===== src/rtl/mdpc_syndrome_encoder_if.sv =====
// Handshake and data bundle for the QC-MDPC syndrome encoder.
// The slave side is the encoder. The master side is its driver (KEM control / randomness source).
interface mdpc_syndrome_encoder_if #(
  parameter int unsigned R     = 127,
  parameter int unsigned W     = 5,
  parameter int unsigned POS_W = 8,
  parameter int unsigned T     = 4
);
  logic                 i_start;
  logic [W*POS_W-1:0]   i_h0_pos_flat;
  logic [W*POS_W-1:0]   i_h1_pos_flat;
  logic                 i_rnd_valid;
  logic [POS_W:0]       i_rnd_data;
  logic                 o_rnd_ready;
  logic [R-1:0]         o_e0;
  logic [R-1:0]         o_e1;
  logic [R-1:0]         o_s;
  logic                 o_busy;
  logic                 o_done;

  modport master (
    output i_start, i_h0_pos_flat, i_h1_pos_flat, i_rnd_valid, i_rnd_data,
    input  o_rnd_ready, o_e0, o_e1, o_s, o_busy, o_done
  );

  modport slave (
    input  i_start, i_h0_pos_flat, i_h1_pos_flat, i_rnd_valid, i_rnd_data,
    output o_rnd_ready, o_e0, o_e1, o_s, o_busy, o_done
  );
endinterface


===== src/rtl/mdpc_syndrome_encoder.sv =====
// QC-MDPC syndrome encoder: samples a weight-T sparse error pair (e0, e1)
// from a random position stream, then accumulates s = e0*h0 + e1*h1 mod (x^R - 1).
// It performs one sparse toggle per cycle, so ACCUM takes T*W cycles.
module mdpc_syndrome_encoder #(
  parameter int unsigned R     = 127,
  parameter int unsigned W     = 5,
  parameter int unsigned POS_W = 8,
  parameter int unsigned T     = 4
) (
  input  logic                      clk,
  input  logic                      rst,
  mdpc_syndrome_encoder_if.slave    if_bus
);

  localparam int unsigned IDX_W = POS_W + 1;
  localparam int unsigned CNT_W = $clog2(T + 1);
  localparam int unsigned J_W   = (T > 1) ? $clog2(T) : 1;
  localparam int unsigned K_W   = (W > 1) ? $clog2(W) : 1;

  localparam logic [1:0] S_IDLE   = 2'd0;
  localparam logic [1:0] S_SAMPLE = 2'd1;
  localparam logic [1:0] S_ACCUM  = 2'd2;
  localparam logic [1:0] S_DONE   = 2'd3;

  logic [1:0]       r_state;
  logic [R-1:0]     r_e0;
  logic [R-1:0]     r_e1;
  logic [R-1:0]     r_s;
  logic [CNT_W-1:0] r_cnt;
  logic [J_W-1:0]   r_j;
  logic [K_W-1:0]   r_k;
  logic [POS_W:0]   r_list [T];

  logic             w_sel;
  logic [POS_W-1:0] w_pos;
  logic             w_handshake;
  logic             w_in_range;
  logic [R-1:0]     w_pos_mask;
  logic             w_dup;
  logic             w_accept;
  logic             w_last_accept;
  logic [POS_W:0]   w_ent;
  logic [POS_W-1:0] w_hpos;
  logic [IDX_W-1:0] w_sum;
  logic [IDX_W-1:0] w_idx;
  logic [R-1:0]     w_toggle;
  logic             w_k_last;
  logic             w_j_last;

  assign w_sel         = if_bus.i_rnd_data[POS_W];
  assign w_pos         = if_bus.i_rnd_data[POS_W-1:0];
  assign w_handshake   = if_bus.i_rnd_valid && (r_state == S_SAMPLE);
  assign w_in_range    = (w_pos < POS_W'(R));
  assign w_dup         = |((w_sel ? r_e1 : r_e0) & w_pos_mask);
  assign w_accept      = w_handshake && w_in_range && !w_dup;
  assign w_last_accept = w_accept && (r_cnt == CNT_W'(T - 1));
  assign w_k_last      = (r_k == K_W'(W - 1));
  assign w_j_last      = (r_j == J_W'(T - 1));

  // Select the current error entry and the h position it is paired with.
  always_comb begin
    w_ent  = '0;
    w_hpos = '0;
    for (int unsigned j = 0; j < T; j++) begin
      if (r_j == J_W'(j)) w_ent = r_list[j];
    end
    for (int unsigned k = 0; k < W; k++) begin
      if (r_k == K_W'(k)) begin
        w_hpos = w_ent[POS_W] ? if_bus.i_h1_pos_flat[k*POS_W +: POS_W]
                              : if_bus.i_h0_pos_flat[k*POS_W +: POS_W];
      end
    end
  end

  // Cyclic index of the syndrome bit hit by this (entry, h position) pair.
  // Both operands are < R, so a single conditional subtract is enough.
  always_comb begin
    w_sum = {1'b0, w_ent[POS_W-1:0]} + {1'b0, w_hpos};
    w_idx = (w_sum >= IDX_W'(R)) ? (w_sum - IDX_W'(R)) : w_sum;
  end

  // One-hot decodes of the candidate position and the toggle index.
  // Out-of-range values decode to an all-zero mask.
  always_comb begin
    w_pos_mask = '0;
    w_toggle   = '0;
    for (int unsigned b = 0; b < R; b++) begin
      w_pos_mask[b] = (w_pos == POS_W'(b));
      w_toggle[b]   = (w_idx == IDX_W'(b));
    end
  end

  // Control FSM together with the sampled vectors, the accept list and the syndrome.
  always_ff @(posedge clk or posedge rst) begin
    if (rst) begin
      r_state <= S_IDLE;
      r_e0    <= '0;
      r_e1    <= '0;
      r_s     <= '0;
      r_cnt   <= '0;
      r_j     <= '0;
      r_k     <= '0;
      for (int unsigned e = 0; e < T; e++) r_list[e] <= '0;
    end else begin
      case (r_state)
        S_IDLE: begin
          if (if_bus.i_start) begin
            r_e0    <= '0;
            r_e1    <= '0;
            r_s     <= '0;
            r_cnt   <= '0;
            r_j     <= '0;
            r_k     <= '0;
            r_state <= S_SAMPLE;
          end
        end
        S_SAMPLE: begin
          if (w_accept) begin
            if (w_sel) r_e1 <= r_e1 | w_pos_mask;
            else       r_e0 <= r_e0 | w_pos_mask;
            for (int unsigned e = 0; e < T; e++) begin
              if (r_cnt == CNT_W'(e)) r_list[e] <= {w_sel, w_pos};
            end
            r_cnt <= r_cnt + CNT_W'(1);
            if (w_last_accept) begin
              r_j     <= '0;
              r_k     <= '0;
              r_state <= S_ACCUM;
            end
          end
        end
        S_ACCUM: begin
          r_s <= r_s ^ w_toggle;
          if (w_k_last) begin
            r_k <= '0;
            if (w_j_last) r_state <= S_DONE;
            else          r_j     <= r_j + J_W'(1);
          end else begin
            r_k <= r_k + K_W'(1);
          end
        end
        default: begin
          r_state <= S_IDLE;
        end
      endcase
    end
  end

  assign if_bus.o_rnd_ready = (r_state == S_SAMPLE);
  assign if_bus.o_busy      = (r_state == S_SAMPLE) || (r_state == S_ACCUM);
  assign if_bus.o_done      = (r_state == S_DONE);
  assign if_bus.o_e0        = r_e0;
  assign if_bus.o_e1        = r_e1;
  assign if_bus.o_s         = r_s;

endmodule


===== src/flat_wrapper.sv =====
// flat-port wrapper written by rule: the top's interface ports become plain ports
module mdpc_syndrome_encoder_flat 
#(
  parameter int unsigned R     = 127,
  parameter int unsigned W     = 5,
  parameter int unsigned POS_W = 8,
  parameter int unsigned T     = 4
)
  (clk, rst, if_bus_i_start, if_bus_i_h0_pos_flat, if_bus_i_h1_pos_flat, if_bus_i_rnd_valid, if_bus_i_rnd_data, if_bus_o_rnd_ready, if_bus_o_e0, if_bus_o_e1, if_bus_o_s, if_bus_o_busy, if_bus_o_done);
  mdpc_syndrome_encoder_if #(.R(R), .W(W), .POS_W(POS_W), .T(T)) if_bus_i ();
  input  logic clk;
  input  logic rst;
  input wire logic [$bits(if_bus_i.i_start)-1:0] if_bus_i_start;
  input wire logic [$bits(if_bus_i.i_h0_pos_flat)-1:0] if_bus_i_h0_pos_flat;
  input wire logic [$bits(if_bus_i.i_h1_pos_flat)-1:0] if_bus_i_h1_pos_flat;
  input wire logic [$bits(if_bus_i.i_rnd_valid)-1:0] if_bus_i_rnd_valid;
  input wire logic [$bits(if_bus_i.i_rnd_data)-1:0] if_bus_i_rnd_data;
  output wire logic [$bits(if_bus_i.o_rnd_ready)-1:0] if_bus_o_rnd_ready;
  output wire logic [$bits(if_bus_i.o_e0)-1:0] if_bus_o_e0;
  output wire logic [$bits(if_bus_i.o_e1)-1:0] if_bus_o_e1;
  output wire logic [$bits(if_bus_i.o_s)-1:0] if_bus_o_s;
  output wire logic [$bits(if_bus_i.o_busy)-1:0] if_bus_o_busy;
  output wire logic [$bits(if_bus_i.o_done)-1:0] if_bus_o_done;
  assign if_bus_i.i_start = if_bus_i_start;
  assign if_bus_i.i_h0_pos_flat = if_bus_i_h0_pos_flat;
  assign if_bus_i.i_h1_pos_flat = if_bus_i_h1_pos_flat;
  assign if_bus_i.i_rnd_valid = if_bus_i_rnd_valid;
  assign if_bus_i.i_rnd_data = if_bus_i_rnd_data;
  assign if_bus_o_rnd_ready = if_bus_i.o_rnd_ready;
  assign if_bus_o_e0 = if_bus_i.o_e0;
  assign if_bus_o_e1 = if_bus_i.o_e1;
  assign if_bus_o_s = if_bus_i.o_s;
  assign if_bus_o_busy = if_bus_i.o_busy;
  assign if_bus_o_done = if_bus_i.o_done;
  mdpc_syndrome_encoder #(.R(R), .W(W), .POS_W(POS_W), .T(T)) u_core (.clk(clk), .rst(rst), .if_bus(if_bus_i));
endmodule

===== config.mk =====
export PLATFORM = sky130hd
export DESIGN_NAME = mdpc_syndrome_encoder_flat
export DESIGN_NICKNAME = d
export VERILOG_FILES = /design/src/rtl/mdpc_syndrome_encoder_if.sv /design/src/rtl/mdpc_syndrome_encoder.sv /design/src/flat_wrapper.sv
export SDC_FILE = /design/constraint.sdc
export NUM_CORES = 1
export LEC_CHECK = 0
export ABC_AREA = 1
export CAP_MARGIN = 20
export CORE_ASPECT_RATIO = 1.5
export CORE_UTILIZATION = 53
export DETAILED_ROUTE_END_ITERATION = 10
export GPL_TIMING_DRIVEN = 0
export PLACE_DENSITY = 0.79
export SETUP_SLACK_MARGIN = 0.5
export SLEW_MARGIN = 25
export SYNTH_ARGS = -nofsm -noshare
export SYNTH_HDL_FRONTEND = slang
export SYNTH_SLANG_ARGS = --single-unit

===== constraint.sdc =====
create_clock -name clk -period 20.8 [get_ports clk]
set_clock_uncertainty 0.05 [all_clocks]
set_input_delay 6.24 -clock clk [delete_from_list [all_inputs] [get_ports clk]]
set_output_delay 6.24 -clock clk [all_outputs]
set_load 0.02 [all_outputs]

Yosys cells after proc, flatten, opt, wreduce, memory -nomap -nowiden
Cells that the tools add are included.
- logic and storage cells: 365
- register bits: 427
- output and inout bits: 384
- input port bits: 93
- $add $sub $neg: 5
- reduce and logical (&&, ||, !) cells: 27
- muxes and demuxes: 43
- order comparisons: 2
- bitwise logic cells: 4
- equal/unequal tests: 273
- operators with widths (operator ; number):
    two-way mux 127 bit ; 6
    case mux 127 bit (2 select lines) ; 3
    == test 9 x 7 -> 1 bit (second input constant) ; 63
    == test 8 x 7 -> 1 bit (second input constant) ; 63
    == test 9 x 6 -> 1 bit (second input constant) ; 32
    == test 8 x 6 -> 1 bit (second input constant) ; 32
    OR 127 bit ; 2
    == test 9 x 5 -> 1 bit (second input constant) ; 16
    == test 8 x 5 -> 1 bit (second input constant) ; 16
    AND 127 bit ; 1
    OR reduction 127 bit ; 1
    bitwise XOR 127 bit ; 1
    two-way mux 8 bit ; 10
    == test 9 x 4 -> 1 bit (second input constant) ; 8
    == test 8 x 4 -> 1 bit (second input constant) ; 8
    two-way mux 9 bit ; 5
    == test 9 x 3 -> 1 bit (second input constant) ; 4
    == test 8 x 3 -> 1 bit (second input constant) ; 4
    two-way mux 2 bit ; 10
    == test 9 x 2 -> 1 bit (second input constant) ; 2
    == test 8 x 2 -> 1 bit (second input constant) ; 2
    two-way mux 3 bit ; 5
    AND reduction 3 bit ; 5
    == test 3 x 2 -> 1 bit (second input constant) ; 4
    other kinds (30) ; 51

Longest topological paths before layout
Gate-level depths: netlist of the first run.
- word-level depth: 17
- mapped depth: 36
- gate-level depth less buffers: 33

Worst setup path after synthesis of the first run
OpenSTA, ideal clock, no wires.
- kind: input to register
- from: in if_bus_i_h0_pos_flat[0]
- to: reg u_core.r_s[16] (netlist: u_core.if_bus.o_s[16])
- buffers on the path: 2
- slack: 11.212 ns
- arrival: 9.420 ns
- setup time: 0.117 ns
- data required time: 20.633 ns
- stages on the path: 25
- cell sequence: or2_2 > o211ai_1 > o211ai_1 > nand3_1 > a22oi_1 > ha_1 > fa_1 > ha_1 > inv_1 > nor2_1 > nand3_1 > nor2_1 > nand2_1 > nor2_2 > nor2_4 > nand2_2 > buf_6 > nand2_1 > nand2_1 > nand2_1 > nor2_4 > buf_2 > nand4_1 > nand2_1 > nor2_1
- cells in the longest elaborated chain, start to end: 12
- ends and longest elaborated chain (what ; line ; RTL):
    start: declaration ; flat_wrapper.sv:14 ; input wire logic [$bits(if_bus_i.i_h0_pos_flat)-1:0] if_bus_i_h0_pos_flat;
    two-way mux 8 bit * ; mdpc_syndrome_encoder.sv:69 ; w_hpos = w_ent[POS_W] ? if_bus.i_h1_pos_flat[k*POS_W +: POS_W]
    two-way mux 8 bit * (5 in series) ; mdpc_syndrome_encoder.sv:68 ; if (r_k == K_W'(k)) begin
    adder 8 x 8 -> 9 bit * ; mdpc_syndrome_encoder.sv:78 ; w_sum = {1'b0, w_ent[POS_W-1:0]} + {1'b0, w_hpos};
    subtractor 9 x 7 -> 9 bit or >= comparator 9 x 7 -> 1 bit (tied branches) ; mdpc_syndrome_encoder.sv:79 ; w_idx = (w_sum >= IDX_W'(R)) ? (w_sum - IDX_W'(R)) : w_sum;
    two-way mux 9 bit * ; mdpc_syndrome_encoder.sv:79 ;
    == test 9 x 5 -> 1 bit * ; mdpc_syndrome_encoder.sv:89 ; w_toggle[b] = (w_idx == IDX_W'(b));
    bitwise XOR 127 bit * ; mdpc_syndrome_encoder.sv:133 ; r_s <= r_s ^ w_toggle;
    case mux 127 bit (2 select lines) * ; mdpc_syndrome_encoder.sv:105 ; case (r_state)
    end signal: assignment ; mdpc_syndrome_encoder.sv:133 ;
    end: declaration ; mdpc_syndrome_encoder.sv:28 ; logic [R-1:0] r_s;
Every way passes the cells marked *; elsewhere a longest branch is shown, timed or not.
A chain may end at the register's enable or synchronous reset.

Final worst setup path of the first run
- from: in if_bus_i_h0_pos_flat[0]
- to: reg u_core.r_s[78] (netlist: u_core.if_bus.o_s[78])
- cells in the longest elaborated chain, start to end: 12
- ends and longest elaborated chain (what ; line):
    two-way mux 8 bit * ; mdpc_syndrome_encoder.sv:69
    two-way mux 8 bit * (5 in series) ; mdpc_syndrome_encoder.sv:68
    adder 8 x 8 -> 9 bit * ; mdpc_syndrome_encoder.sv:78
    subtractor 9 x 7 -> 9 bit or >= comparator 9 x 7 -> 1 bit (tied branches) ; mdpc_syndrome_encoder.sv:79
    two-way mux 9 bit * ; mdpc_syndrome_encoder.sv:79
    == test 9 x 7 -> 1 bit * ; mdpc_syndrome_encoder.sv:89
    bitwise XOR 127 bit * ; mdpc_syndrome_encoder.sv:133
    case mux 127 bit (2 select lines) * ; mdpc_syndrome_encoder.sv:105
Marks and branches as above.

==> impl_metrics.toml, run 1 <==
[grt]
grt_start_max_net_pins = 95
antenna_found_initial = 4
grt_pass1_wl_um = 151000
gr-total-overflow = 0
groute.usage.overall_pct = 42.4
grt_pass1_vias = 25630

[clock_tree]
cts_tree = "built"
root_buffer = "clkbuf_16"
cts_hold_buf = 0
clockBufferDepth = 3
clock_latency_ps = 570
cts.reportedPaths.clkPinSlew_ps = 60
htreeDepth = 2
cts_setup_buffers = 0
cts_buffers = 44
cts.sinks = 427
cts-resized-gates = 0

[detailed_routing]
routed_via_density = 5.92
wl_per_cell_um = 22.0
dr.pass1.iters = 8
vias = 26915
drt.antenna.violating_nets = 0
drtIter0Drc = 3058
drt_wl_total_um = 100000
drc = 0

[timing]
drv_slew = 0
fin_setup_tns_ps = 0
fmax_mhz = 93.8
hold_viol_final = 0
slew_headroom_pct = 17.1
finalCritPeriodShare_pct = 51.3
rsz0062_at_grt = "false"
worstMarginPinSlew_ps = 1240
min_period_ps = 10670
fin_ws_ps = 10130
setup_viol = 0

[critical_path]
path_cells = "clkdlybuf4s50_1 > or2_2 > o211ai_1 > o211ai_1 > nand3_1 > a22oi_1 > ha_1 > fa_1 > ha_1 > inv_1 > nor2_1 > nand3_1 > nor2_1 > nand2_1 > nor2_2 > nor2_4 > buf_4 > o21ai_1 > nor2_1 > buf_2 > nand3_1 > nor2_1 > nor2_1 > nor2_1"
start_kind = "input port"
critPathMaxStageDelay_ps = 600
cp_max_fo = 10
required_ps = 21250
crit_slowest_cell = "nand3_1"
setup.worst_path.class = "input port to register"
cp-end-kind = "register"
crit_top_cell = "nor2_1"
crit_arrival_ps = 11110

[logic_synthesis]
synth-seq-area-share_pct = 43.7
ys_ff_latch = 427
syn_area_per_cell_um2 = 7.19
synth_flop_cell = "dfrtp_1"
syn_area_um2 = 24400
synthCells = 3400
syn_nets = 3522
ys.warnings.count = 0
synth-edff-count = 0
synth.distinct_cells = 40
async_reset_ff_share_pct = 100

[cells_and_area]
synthToLayoutAreaGrowth_pct = 29.0
nNetsFinal = 4047
final_cell_mix = "751 x nand2_1, 701 x nor2_1, 474 x clkdlybuf4s50_1, 448 x o21ai_0, 427 x dfrtp_1"
fillerInstances = 3901
regArea_um2 = 10700
drive_gt1_share_pct = 7.46
final_common_cell = "nand2_1"
multi_input_area_um2 = 11900

[die]
die_area_um2 = 47000
design.core.area_um2 = 45600
die_x_um = 177
initial_core_util_pct = 53.5
fp-row-count = 96
chipHeight_um = 265
ioPinCount = 477

[placement]
dp_slack_ps = 9660
place_hpwl_um = 71600
portBuffers = 474
gp_congestion = 0.984

[status]
status = "complete, no violations"

[min_path]
hold_path.class = "register to register"

[flow_run]
max_cap_viol_count = 0

[power]
power.leakage_nw = 14.0
p_per_area_nw_per_um2 = 189
vdd.ir_drop.worst_v = 0.000302
[power breakdown]
part           switching (W)  internal, W
registers          0.0000973     0.000935
clock network       0.000348     0.000457
logic                0.00306      0.00105
total                0.00351      0.00244
[worst paths after layout]
kind / from / end / slack (ps) / cells after the start
setup / recovery: if_bus_i_h0_pos_flat[0] / u_core.if_bus.o_s[78] / 10130 / 24
hold / removal: u_core.r_list[7] / u_core.r_list[7] / 430 / 2
setup reg to reg: u_core.r_j[0] / u_core.if_bus.o_s[78] / 13980 / 31
hold reg to reg: u_core.r_list[7] / u_core.r_list[7] / 430 / 2
max in group asynchronous: rst / u_core.if_bus.o_e1[75] / 12730 / 6
min in group asynchronous: rst / u_core.if_bus.o_e0[125] / 6130 / 2
[critical path, delay by kind of cell]
kind	cells	cell delay, ps
and+or+nand+nor	13	2400
adders and majority gates	3	1100
buffers and inverters	4	970
AOI/OAI and AO/OA	4	390
[registers in the layout (all words and copies together), names as in the netlist]
register and count:
u_core.if_bus.o_e0 127, u_core.if_bus.o_e1 127, u_core.if_bus.o_s 127, u_core.r_cnt 3
u_core.r_j 2, u_core.r_k 3, u_core.r_list 36, u_core.r_state 2
[cell type report]
| type | instances | share of cell area [%] |
|---|---|---|
| clock buffer | 68 | 4.27 |
| tap | 588 | 2.34 |
| clock inverter | 9 | 0.294 |
| timing repair buffer | 479 | 15.5 |
| sequential | 427 | 33.9 |
| buffer | 200 | 3.37 |
| inverter | 205 | 2.47 |
| antenna | 5 | 0.0397 |
| multi-input combinational | 2568 | 37.8 |
[cells in the mapped netlist (2+ instances only)]
| cell type | number | area [um2] |
|---|---|---|
| nor3_1 | 11 | 55.1 |
| nand2_1 | 751 | 2820 |
| nor2_4 | 17 | 191 |
| nor2_2 | 14 | 87.6 |
| o211ai_1 | 58 | 435 |
| clkbuf_1 | 86 | 323 |
| nand4_1 | 126 | 788 |
| o21ai_0 | 448 | 2240 |
| nor4_1 | 2 | 12.5 |
| o221ai_1 | 2 | 17.5 |
| or2_2 | 47 | 294 |
| inv_1 | 196 | 736 |
| buf_1 | 4 | 15.0 |
| clkinv_1 | 3 | 11.3 |
| nor2_1 | 701 | 2630 |
| o21bai_1 | 7 | 52.6 |
| nand3_2 | 10 | 100 |
| buf_6 | 18 | 203 |
| nand3b_1 | 3 | 22.5 |
| xnor2_1 | 2 | 17.5 |
| o21ai_1 | 131 | 656 |
| nand3_1 | 135 | 676 |
| a21oi_1 | 39 | 195 |
| ha_1 | 28 | 350 |
| dfrtp_1 | 427 | 10700 |
| buf_4 | 24 | 180 |
| a22oi_1 | 5 | 37.5 |
| nand2_4 | 2 | 22.5 |
| inv_2 | 6 | 22.5 |
| buf_2 | 68 | 340 |
| nand2_2 | 16 | 100 |
| a31oi_1 | 5 | 31.3 |
[stage by stage]
step	total power, W	cells	hold WS (ps)	util [%]	instance area, um2
after floorplan	0.00370	3400	386	-	24400
after global routing	0.00626	4547	452	69.0	31500
after detailed placement	0.00501	4467	403	65.9	30100
after CTS	0.00582	4544	420	69.0	31500
after global placement	0.00497	4462	400	65.5	29900
final	0.00595	4549	430	69.0	31500
[routing by layer]
layer | global-route usage, % | part of all wire, %
met2 | 68.5 | 47
met3 | 11.0 | 11
met1 | 46.7 | 33
met4 | 34.4 | 8.8
met5 | 0 | 0
[cell families after synthesis]
kind of cell / count (synthesis) / synth area share (%)
DFF: 427 / 43.7
adders and majority gates: 29 / 1.52
buffers and inverters: 405 / 7.49
xor gates and xnor gates: 3 / 0.108
and+or+nand+nor: 1839 / 32.1
AOI/OAI and AO/OA: 697 / 15.1
No activity file was read; power rests on OpenSTA's default activity.
==> run 2, diff against run 1 <==
==> constraint.sdc (replaced) <==
create_clock -name clk -period 11 [get_ports clk]
set_clock_uncertainty 0.05 [all_clocks]
set_input_delay 3.3 -clock clk [delete_from_list [all_inputs] [get_ports clk]]
set_output_delay 3.3 -clock clk [all_outputs]
set_load 0.02 [all_outputs]
==> run 2 against run 1 <==
  * Non-clock buffer count grew 12
  * Largest power group unchanged
  * Clock-buffer cell count shrank 4
  * Utilization grew 0.58 points
  * Critical path type unchanged
  * Global-route usage shrank 0.54 points
==> impl_metrics.toml, run 2 (synthesis gave the netlist of run 1 again) <==
[status]
status = "complete, no violations"

[power]
total_power_w = 0.0113
sw_frac_of_total_pct = 58.8
vdd.ir_drop.worst_v = 0.000543
p_seq_share_pct = 17.3
clkPwrFrac_pct = 13.9
p_per_area_nw_per_um2 = 355
combPwrFrac_pct = 68.9
power.leakage_nw = 14.1
p_sw_w = 0.00663
p_int_w = 0.00465

[grt]
grt_pass1_vias = 25690
gr-total-overflow = 0
grt_start_max_net_pins = 32
groute.usage.overall_pct = 41.9
antenna_found_initial = 5
grt_pass1_wl_um = 149000

[die]
initial_core_util_pct = 53.5
ioPinCount = 477
die_x_um = 177
die_area_um2 = 47000
chipHeight_um = 265
fp-row-count = 96
design.core.area_um2 = 45600

[cells_and_area]
nNetsFinal = 4059
fin_cells = 4560
drive_gt1_share_pct = 7.79
synthToLayoutAreaGrowth_pct = 30.0
fillerInstances = 3937
final_cell_mix = "751 x nand2_1, 701 x nor2_1, 474 x clkdlybuf4s50_1, 448 x o21ai_0, 427 x dfrtp_1"
final_common_cell = "nand2_1"

[timing]
slew_headroom_pct = 25.4
worstMarginPinSlew_ps = 1120
fmax_mhz = 129
min_period_ps = 7740
fin_setup_tns_ps = 0
hold_viol_final = 0
setup_viol = 0
rsz0062_at_grt = "false"
drv_slew = 0
finalCritPeriodShare_pct = 70.3

[detailed_routing]
vias = 26971
routed_via_density = 5.91
drc = 0
drt.antenna.violating_nets = 0
dr_wl_met3_um = 10400
drt_wl_total_um = 99300
drt-met1-wl_um = 33100
dr.pass1.iters = 7
highest_layer = "met5"
wl_per_cell_um = 21.8
drtIter0Drc = 2957
dr_wl_met2_um = 46500

[clock_tree]
cts_tree = "built"
root_buffer = "clkbuf_16"
cts_hold_buf = 0
htreeDepth = 2
cts.reportedPaths.clkPinSlew_ps = 60
cts_setup_buffers = 0
cts.sinks = 427
cts-resized-gates = 0
clock_latency_ps = 570
cts_buffers = 44
clockBufferDepth = 3

[critical_path]
setup.worst_path.class = "input port to register"
crit_slowest_cell = "fa_1"
timing.rr.start = "u_core.r_j[0]"
critPathMaxStageDelay_ps = 570
regToRegSetupSlack_ps = 4230
timing.rr.end = "u_core.if_bus.o_s[78]"
crit_top_cell = "nor2_1"
required_ps = 11420
reg2reg_depth = 31
crit_arrival_ps = 8160
cp-end-kind = "register"
path_cells = "clkdlybuf4s50_1 > or2_2 > o211ai_1 > o211ai_1 > nand3_1 > a22oi_1 > ha_1 > fa_1 > ha_1 > inv_1 > nor2_1 > nand3_1 > nor2_1 > nand2_1 > nor2_2 > nor2_4 > buf_4 > o21ai_1 > nor2_1 > buf_2 > nand3_1 > nor2_1 > nor2_1 > nor2_1"
cp_max_fo = 10
crit_start = "if_bus_i_h0_pos_flat[0]"
start_kind = "input port"

[min_path]
whs_endpoint = "u_core.r_list[34]"
holdPathStages = 2
hold_path.class = "register to register"
holdCritStartpoint = "u_core.r_list[34]"

[flow_run]
max_cap_viol_count = 0

[placement]
portBuffers = 474
gp_congestion = 0.974
place_hpwl_um = 72600
dp.cells = 4479
-- run 2: cell types whose count changed in the layout (fill, tap and decap cells not counted) --
cell / change
buf_16: -1
inv_8: -1
inv_6: +1
diode_2: -1
buf_12: +13
bufinv_16: +2
clkbuf_8: -2
clkinvlp_4: +4
clkinv_4: -2
clkbuf_1: -2
-- run 2: worst max-delay path by stage --
stage	to	cells past startpoint
floorplan	u_core.if_bus.o_e0[0]	1
global placement	u_core.if_bus.o_e0[21]	2
detailed placement	u_core.if_bus.o_s[78]	24
CTS	u_core.if_bus.o_s[78]	24
global route	u_core.if_bus.o_s[78]	24
finish	u_core.if_bus.o_s[78]	24
-- run 2: per-stage QoR --
stage | util, % | hold slack, ps | instance area [um2] | setup WS [ps]
global route | 69.6 | 458 | 31800 | 3140
global placement | 65.5 | 400 | 29900 | -1220
floorplan | - | 386 | 24400 | 1890
finish | 69.6 | 432 | 31800 | 3260
CTS | 69.6 | 429 | 31800 | 3400
detailed placement | 66.4 | 413 | 30300 | 2870
-- run 2: layout make-up --
type | instances | area (um2) | area share [%]
multi-input combinational | 2568 | 11900 | 37.5
sequential | 427 | 10700 | 33.6
timing repair buffer | 491 | 5110 | 16.1
clock buffer | 64 | 1310 | 4.12
buffer | 200 | 1060 | 3.34
inverter | 205 | 773 | 2.43
tap | 588 | 736 | 2.32
clock inverter | 13 | 166 | 0.524
antenna | 4 | 10.0 | 0.0315
-- run 2: metal layers --
layer | global-route usage, % | vias to the layer above
met3 | 10.2 | 502
met1 | 46.5 | 12573
met4 | 33.9 | 2
met5 | 0 | -
li1 | - | 12228
met2 | 67.8 | 1666
-- run 2: power groups by stage --
stage / Clock, W / Combinational [W] / Sequential [W]
finish: 0.00157 / 0.00777 / 0.00195
global route: 0.00162 / 0.00826 / 0.00197
CTS: 0.00156 / 0.00757 / 0.00194
detailed placement: 0 / 0.00753 / 0.00197
global placement: 0 / 0.00745 / 0.00196
floorplan: 0 / 0.00490 / 0.00210
-- run 2: critical path: cells and delay by family --
kind                     cells  cell delay [ps]
adder cells (fa/ha/maj)      3             1100
AND/OR/NAND/NOR             13             2390
buffers and inverters        4              950
AO/OA/AOI/OAI                4              400
